**config.mk**
```make
export PLATFORM = sky130hd
export DESIGN_NAME = ahb_apb_bridge
export DESIGN_NICKNAME = d
export VERILOG_FILES = /design/src/rtl/ahb_apb_bridge.sv
export SDC_FILE = /design/constraint.sdc
export NUM_CORES = 1
export LEC_CHECK = 0
export ABC_CLOCK_PERIOD_IN_PS = 3000
export CAP_MARGIN = 20
export CORE_AREA = 10 10 269 271
export DETAILED_ROUTE_END_ITERATION = 8
export DIE_AREA = 0 0 279 281
export PLACE_DENSITY = 0.36
export SYNTH_ARGS = -nofsm -noshare
export SYNTH_HDL_FRONTEND = slang
export SYNTH_SLANG_ARGS = --single-unit
```
**constraint.sdc**
```tcl
create_clock -name PCLK -period 3 [get_ports PCLK]
set_clock_uncertainty 0.05 [all_clocks]
set_input_delay 0.6 -clock PCLK [delete_from_list [all_inputs] [get_ports PCLK]]
set_output_delay 0.6 -clock PCLK [all_outputs]
set_load 0.1 [all_outputs]
```
**src/rtl/ahb_apb_bridge.sv**
```systemverilog
`default_nettype none
// ============================================================================
// Module   : ahb_apb_bridge
// Purpose  : AHB-Lite to APB bridge; APB initiator for the peripheral
//            subsystem. Takes single AHB-Lite transfers, decodes the slave
//            index from HADDR[23:20] and runs one APB SETUP/ACCESS sequence
//            on the selected peripheral. Read data, wait states and
//            PSLVERR-derived ERROR responses are returned to AHB. AHB and
//            APB share PCLK.
// Revision : 1.0 - initial release
// ----------------------------------------------------------------------------
// Parameters
//   NUM_SLV   number of APB slaves (1..16)
//   PAW       PADDR width, PADDR = HADDR[PAW-1:0]
// Ports
//   PCLK, PRESETn              clock, async active-low reset
//   HSEL/HADDR/HTRANS/HWRITE   AHB address phase
//   HREADY/HWDATA              AHB bus ready, write data
//   HREADYOUT/HRESP/HRDATA     AHB response
//   PADDR/PSEL/PENABLE/PWRITE  registered APB control
//   PWDATA                     APB write data (HWDATA passthrough)
//   PRDATA/PREADY/PSLVERR      per-slave APB returns (PRDATA flattened)
// ============================================================================
module ahb_apb_bridge #(
    parameter int NUM_SLV = 16,
    parameter int PAW     = 16
) (
    input  logic                    PCLK,
    input  logic                    PRESETn,
    input  logic                    HSEL,
    input  logic [31:0]             HADDR,
    input  logic [1:0]              HTRANS,
    input  logic                    HWRITE,
    input  logic                    HREADY,
    input  logic [31:0]             HWDATA,
    output logic                    HREADYOUT,
    output logic                    HRESP,
    output logic [31:0]             HRDATA,
    output logic [PAW-1:0]          PADDR,
    output logic [NUM_SLV-1:0]      PSEL,
    output logic                    PENABLE,
    output logic                    PWRITE,
    output logic [31:0]             PWDATA,
    input  logic [32*NUM_SLV-1:0]   PRDATA,
    input  logic [NUM_SLV-1:0]      PREADY,
    input  logic [NUM_SLV-1:0]      PSLVERR
);

    typedef enum logic [2:0] {
        S_IDLE   = 3'd0,
        S_SETUP  = 3'd1,
        S_ACCESS = 3'd2,
        S_ERR1   = 3'd3,
        S_ERR2   = 3'd4
    } state_t;

    state_t               r_state;
    logic [3:0]           r_idx;
    logic [PAW-1:0]       r_paddr;
    logic                 r_pwrite;
    logic [NUM_SLV-1:0]   r_psel;
    logic                 r_penable;

    logic [3:0]           w_idx;
    logic                 w_accept;
    logic                 w_mapped;
    logic [NUM_SLV-1:0]   w_dec;
    logic                 w_pready;
    logic                 w_pslverr;
    logic [31:0]          w_prdata;
    logic                 w_done;
    logic                 w_take;
    logic                 w_unused;

    assign w_idx    = HADDR[23:20];
    assign w_accept = HSEL & HTRANS[1] & HREADY;
    assign w_mapped = ({1'b0, w_idx} < 5'(NUM_SLV));

    // Only the transfer-valid bit of HTRANS and the decoded address bits
    // matter; the remaining inputs are folded here so they read as used.
    assign w_unused = ^{HADDR, HTRANS[0]};

    // Address decode (incoming transfer) and return-path mux (active slave).
    // Loops keep indexing inside 0..NUM_SLV-1 for every NUM_SLV.
    always_comb begin
        w_dec     = '0;
        w_pready  = 1'b0;
        w_pslverr = 1'b0;
        w_prdata  = '0;
        for (int i = 0; i < NUM_SLV; i++) begin
            if (w_idx == 4'(i)) begin
                w_dec[i] = 1'b1;
            end
            if (r_idx == 4'(i)) begin
                w_pready  = PREADY[i];
                w_pslverr = PSLVERR[i];
                w_prdata  = PRDATA[32*i +: 32];
            end
        end
    end

    // A new transfer may be taken when idle, in ERR2 (HREADYOUT is high
    // there) or on the error-free completing ACCESS cycle (back-to-back).
    assign w_done = (r_state == S_ACCESS) & w_pready & ~w_pslverr;
    assign w_take = w_accept &
                    ((r_state == S_IDLE) | (r_state == S_ERR2) | w_done);

    always_ff @(posedge PCLK or negedge PRESETn) begin
        if (!PRESETn) begin
            r_state   <= S_IDLE;
            r_idx     <= '0;
            r_paddr   <= '0;
            r_pwrite  <= 1'b0;
            r_psel    <= '0;
            r_penable <= 1'b0;
        end else if (w_take) begin
            r_idx     <= w_idx;
            r_paddr   <= HADDR[PAW-1:0];
            r_pwrite  <= HWRITE;
            r_penable <= 1'b0;
            if (w_mapped) begin
                r_state <= S_SETUP;
                r_psel  <= w_dec;
            end else begin
                // Unmapped slave: error response without touching APB.
                r_state <= S_ERR1;
                r_psel  <= '0;
            end
        end else begin
            case (r_state)
                S_SETUP: begin
                    r_state   <= S_ACCESS;
                    r_penable <= 1'b1;
                end
                S_ACCESS: begin
                    if (w_pready) begin
                        r_state   <= w_pslverr ? S_ERR1 : S_IDLE;
                        r_psel    <= '0;
                        r_penable <= 1'b0;
                    end
                end
                S_ERR1: begin
                    r_state <= S_ERR2;
                end
                default: begin
                    r_state   <= S_IDLE;
                    r_psel    <= '0;
                    r_penable <= 1'b0;
                end
            endcase
        end
    end

    // AHB response is decoded from the registered state; only the ACCESS
    // case looks through to the selected slave so no latency is added.
    always_comb begin
        HREADYOUT = 1'b1;
        HRESP     = 1'b0;
        HRDATA    = '0;
        case (r_state)
            S_SETUP: begin
                HREADYOUT = 1'b0;
            end
            S_ACCESS: begin
                HREADYOUT = w_pready & ~w_pslverr;
                HRDATA    = w_prdata;
            end
            S_ERR1: begin
                HREADYOUT = 1'b0;
                HRESP     = 1'b1;
            end
            S_ERR2: begin
                HRESP     = 1'b1;
            end
            default: begin
                HREADYOUT = 1'b1;
            end
        endcase
    end

    assign PADDR   = r_paddr;
    assign PSEL    = r_psel;
    assign PENABLE = r_penable;
    assign PWRITE  = r_pwrite;
    assign PWDATA  = HWDATA;

endmodule
`default_nettype wire

```
# After elaboration in Yosys (flattened, before gate mapping)
# Cells that the tools add are included.
[totals]
regBits = 41
inputBits = 615
out_inout_bits = 100
word_cells = 136
[classes]
n_eq_ne = 37
mux = 77
n_bitwise = 9
reduce_logical = 7
[op_table]
columns = ["operator", "n"]
rows = [
  ["32-bit 2-to-1 mux", 17],
  ["4-bit equality test (second input constant)", 16],
  ["1-bit 2-to-1 mux", 51],
  ["4-bit by 3-bit equality test with 1-bit output (second input constant)", 8],
  ["16-bit 2-to-1 mux", 2],
  ["16-bit one-hot mux with 2 select lines", 1],
  ["4-bit by 2-bit equality test with 1-bit output (second input constant)", 4],
  ["3-bit one-hot mux with 3 select lines", 1],
  ["4-bit by 1-bit equality test with 1-bit output (second input constant)", 2],
  ["4-bit logical NOT", 2],
  ["1-bit AND", 6],
  ["3-bit by 2-bit equality test with 1-bit output (second input constant)", 2],
  ["3-bit 2-to-1 mux", 2],
  ["2-bit AND reduction", 2],
  ["2-bit OR reduction", 2],
  ["3-bit by 1-bit equality test with 1-bit output (second input constant)", 1],
  ["3-bit equality test (second input constant)", 1],
  ["3-bit logical NOT", 1],
  ["3-bit inequality test (second input constant)", 1],
  ["1-bit one-hot mux with 3 select lines", 1],
  ["2-bit 2-to-1 mux", 1],
  ["2-bit by 1-bit inequality test with 1-bit output (second input constant)", 1],
  ["2-bit inequality test (second input constant)", 1],
  ["1-bit bitwise OR", 2],
  ["2 further kinds", 2],
]

# Logic depth before layout (Yosys ltp)
[depth]
depth_word = 23
mapped_depth = 12
mapped_depth_nobuf = 7

# Worst setup path before layout
# OpenSTA, ideal clock, no wires.
[synth_path]
path_kind = "reg-to-output"
startpoint = "register r_idx[2]"
endpoint = "output HRDATA[27]"
t_arrival_ns = 4.976
required_ns = 2.350
slack_ns = -2.626
path_stages_with_launch = 10
n_path_buf = 3
path_cell_list = "dfrtp_1 > buf_4 > buf_2 > nand2b_1 > clkbuf_1 > nor2_1 > a21oi_1 > o221ai_1 > o311ai_0 > a2111oi_1"
[synth_between]
elab_chain_cells = 18
elab_cells_between_ends = 33
cone_classes = "eq/ne (15); mux (17); reduce/logical (1)"
[synth_lines]
columns = ["element", "line_no", "text"]
rows = [
  ["from (decl)", "58", "logic [3:0] r_idx;"],
  ["from (signal assigned)", "117", "r_idx <= w_idx;"],
  ["4-bit logical NOT", "94", "if (r_idx == 4'(i)) begin"],
  ["32-bit 2-to-1 mux (15 in a row)", "94", ""],
  ["32-bit 2-to-1 mux (*)", "94", ""],
  ["32-bit 2-to-1 mux (*)", "160", "case (r_state)"],
  ["to (decl)", "38", "output logic [31:0] HRDATA,"],
]
# Mark *: on every way between the ends. The rest lies on a longest branch, timed or not.

# Worst setup path after layout
[layout_path]
startpoint = "register r_idx[1]"
endpoint = "output HRDATA[27]"
# The elaborated chain is that of the path after synthesis.

==> summary.md <==
| Metric | Value |
|---|---|
| Via density | 4.26 |
| First-pass GRT wire length | 101 mm |
| Worst Tran Pin Value | 0.721 ns |
| Post-Synth Simple-Gate Area | 0.129 |
| Failing checks | negative setup slack |
| Critical Path AT | 2.83 ns |
| Total Routed Length | 76.4 mm |
| Area leader, netlist | dfrtp_1 |
| Hold crit path type | in -> async |
| Initial Util | 0.0995 |
| Post-route ant nets | 0 |
| Die ar. | 0.0784 sq mm |
| Register bit count reported by yosys | 41 |
| Synth Area in Compound Gates | 0.380 |
| Synth area leaders | dfrtp_1, mux4_2, mux2_2 |
| Die height | 281 um |
| Final worst setup slack | -0.478 ns |
| Fmax | 0.288 GHz |
| Most used DFF post-synth | dfrtp_1 |
| Largest family of logic cells by synthesized area | compound AO/OA/AOI/OAI gates |
| EDFF count, synth | 0 |
| Max-cap violations | 0 |
| Clock latency on the worst-skew pair | 0.29 ns |
| CTS Root Cell | clkbuf_16 |
| Syn nets | 1428 |
| Number of global-route vias before repair | 12210 |
| Yosys warning total | 0 |
| Num CTS Buffers | 5 |
| Cts hold-fix bufs | 0 |
| Most common cell after layout, fill and taps aside | clkdlybuf4s50_1 |
| IO Port Bufs | 637 |
| Library cells used by synthesis | 64 |
| Clock Sinks | 41 |
| Slew headroom | 0.520 |
| Largest net degree at the start of global routing | 22 |
| Core footprint | 0.0668 sq mm |
| Post-synthesis cell count | 813 |
| Starting DRT DRC Count | 528 |
| Ys async rst share | 1.00 |
| Startpoint types | flip-flop |
| Drt wl/cell | 30.0 um |
| FP Rows | 95 |
| Pre-antenna DRT Iters | 5 |
| IO Count | 715 |
| Dpl cells | 2445 |
| Unrepaired setup endpoints after global routing | yes |
| Die X | 279 um |
| Mux share of post-synthesis cell area | 0.236 |
| Area after DPL | 0.0163 sq mm |
| Tcrit/Tclk final | 1.16 |
| Final non-filler cell total | 2552 |
| Share of layout cells above drive strength 1 | 0.427 |
| PwrDens | 1050 mW/mm^2 |
| Final Critical Period | 3.48 ns |
| Synth-to-layout area growth | 192% |
| Synth Area in XOR/XNOR | 0 |
| Fin nets | 2285 |
| Crit Path Category | reg -> out |
| Commonest non-fill, non-tap cells in the layout | clkdlybuf4s50_1, buf_4, buf_12 |
| Worst EP required | 2.35 ns |
| CTS tree | done |
| Synth Area in Adders | 0 |
| GRT Total Usage | 0.183 |
| Hold WS | 0.249 ns |
| Critical Path Sink Type | output pin |
| Final Instance Area | 0.0194 sq mm |
| Crit Path Max Fanout | 3 |
| Tot Pwr | 20.4 mW |
| Final setup fails | 43 |
| Max clock buf depth | 2 |
| Seq/Total Area, Yosys | 0.154 |
| Synth Cell Area | 0.00664 sq mm |
| Initial antenna violation count | 21 |
| CTS clk-pin slew, worst paths | 0.07 ns |
| Residual DRC | 0 |
| Routed vias | 10873 |
| Routability cong. | 0.834 |
| Leakage | 7.16 nW |
| Gr ovfl total | 0 |
| Yosys top cell area share | 0.154 |
| CTS H-Tree Depth | 2 |
| Syn Area/Cell | 8.17 sq um |
| Reg2Reg Depth | 14 |
| Maximum resistive drop on vdd | 414 uV |
| Post-detail-place hpwl | 65.3 mm |
| Final hold violation count | 0 |
| Slew Limit Fails | 0 |
| Outcome | finished, violations left |
[area by class of cell]
| class | instances | area [sq um] |
|---|---|---|
| fillers | 7059 | 47400 |
| repair buffers | 961 | 10300 |
| flip-flops and latches | 41 | 1040 |
| diodes | 8 | 20.0 |
| inverters | 7 | 38.8 |
| clock inverters | 2 | 13.8 |
| well taps | 873 | 1090 |
| clock buffers | 6 | 139 |
| multi-input cells | 654 | 6820 |
[logic make-up after synthesis]
family,after synthesis
AND/OR/NAND/NOR,179
multiplexers,113
flip-flops,41
buffers and inverters,118
AO/OA/AOI/OAI,362
[what timing repair did]
action | 4_1_cts | 5_1_grt
setup buffers | 70 | 28
gates resized for setup | 278 | 162
cloned | 5 | 6
pin swaps | 77 | 97
setup endpoints to repair | 70 | 70
[cells in the mapped netlist, types with 5 or more instances]
cell,count
a21oi_1,74
nor2_1,64
o21ai_0,64
buf_4,45
clkbuf_1,41
dfrtp_1,41
nand2_1,41
a22oi_1,39
mux2_2,36
mux2i_1,33
mux4_2,30
a221oi_1,27
o22ai_1,24
a211oi_1,20
nor2b_1,20
o221ai_1,17
a22o_1,16
buf_2,15
mux2_1,14
a32o_1,12
a31oi_1,11
nand3_1,11
nor3_1,9
a221o_1,7
and3_1,7
nand2b_1,7
and2_1,6
inv_1,6
o211ai_1,6
a222oi_1,5
a2bb2oi_1,5
buf_1,5
[critical path, cell delays in order (launching register included)]
cell and delay [ns]:
dfrtp_4 0.50, buf_6 0.14, buf_6 0.11, nor2b_4 0.19, buf_12 0.13, a221o_1 0.21
o21ai_2 0.08, o221ai_2 0.22, buf_6 0.17, o311ai_4 0.09, a2111oi_4 0.45, buf_12 0.23
[stage by stage]
stage | setup slack, ns | TNS (ns) | utilization
global route | -0.593 | -16.60 | 0.290
finish | -0.478 | -11.97 | 0.291
global placement | -0.928 | -21.47 | 0.243
CTS | -0.551 | -18.96 | 0.275
floorplan | -0.408 | -1.89 | -
detailed placement | -0.881 | -20.66 | 0.243
[per-layer routing]
metal	routed length, um	vias to the layer above	GRT usage
met5	143	-	0
met4	1400	22	0.0373
met3	6010	65	0.0589
met2	38600	507	0.331
met1	30300	5311	0.209
li1	-	4968	-
[state kept, by name, indices dropped and copies added, names as in the netlist]
register / count
r_idx: 4
PSEL: 16
PENABLE: 1
r_state: 3
PADDR: 16
PWRITE: 1
[path summary, 6_finish.rpt]
path                                           start              endpoint  slack (ns)
worst min-delay path                         PRESETn   PENABLE$_DFFE_PN0P_        0.25
worst max-delay path            r_idx[1]$_DFFE_PN0P_            HRDATA[27]       -0.48
max in group asynchronous                    PRESETn  PADDR[4]$_DFFE_PN0P_        1.94
worst max register to register  r_idx[0]$_DFFE_PN0P_  PADDR[7]$_DFFE_PN0P_       -0.10
min in group PCLK                PSEL[8]$_DFFE_PN0P_   PSEL[8]$_DFFE_PN0P_        0.46
worst min register to register   PSEL[8]$_DFFE_PN0P_   PSEL[8]$_DFFE_PN0P_        0.46
[where the power goes]
group | internal (mW) | leakage, nW | switching [mW]
Combinational | 8.66 | 6.56 | 10.3
Clock | 0.332 | 0.0769 | 0.242
Sequential | 0.736 | 0.522 | 0.182
(Power assumes the default switching activity.)
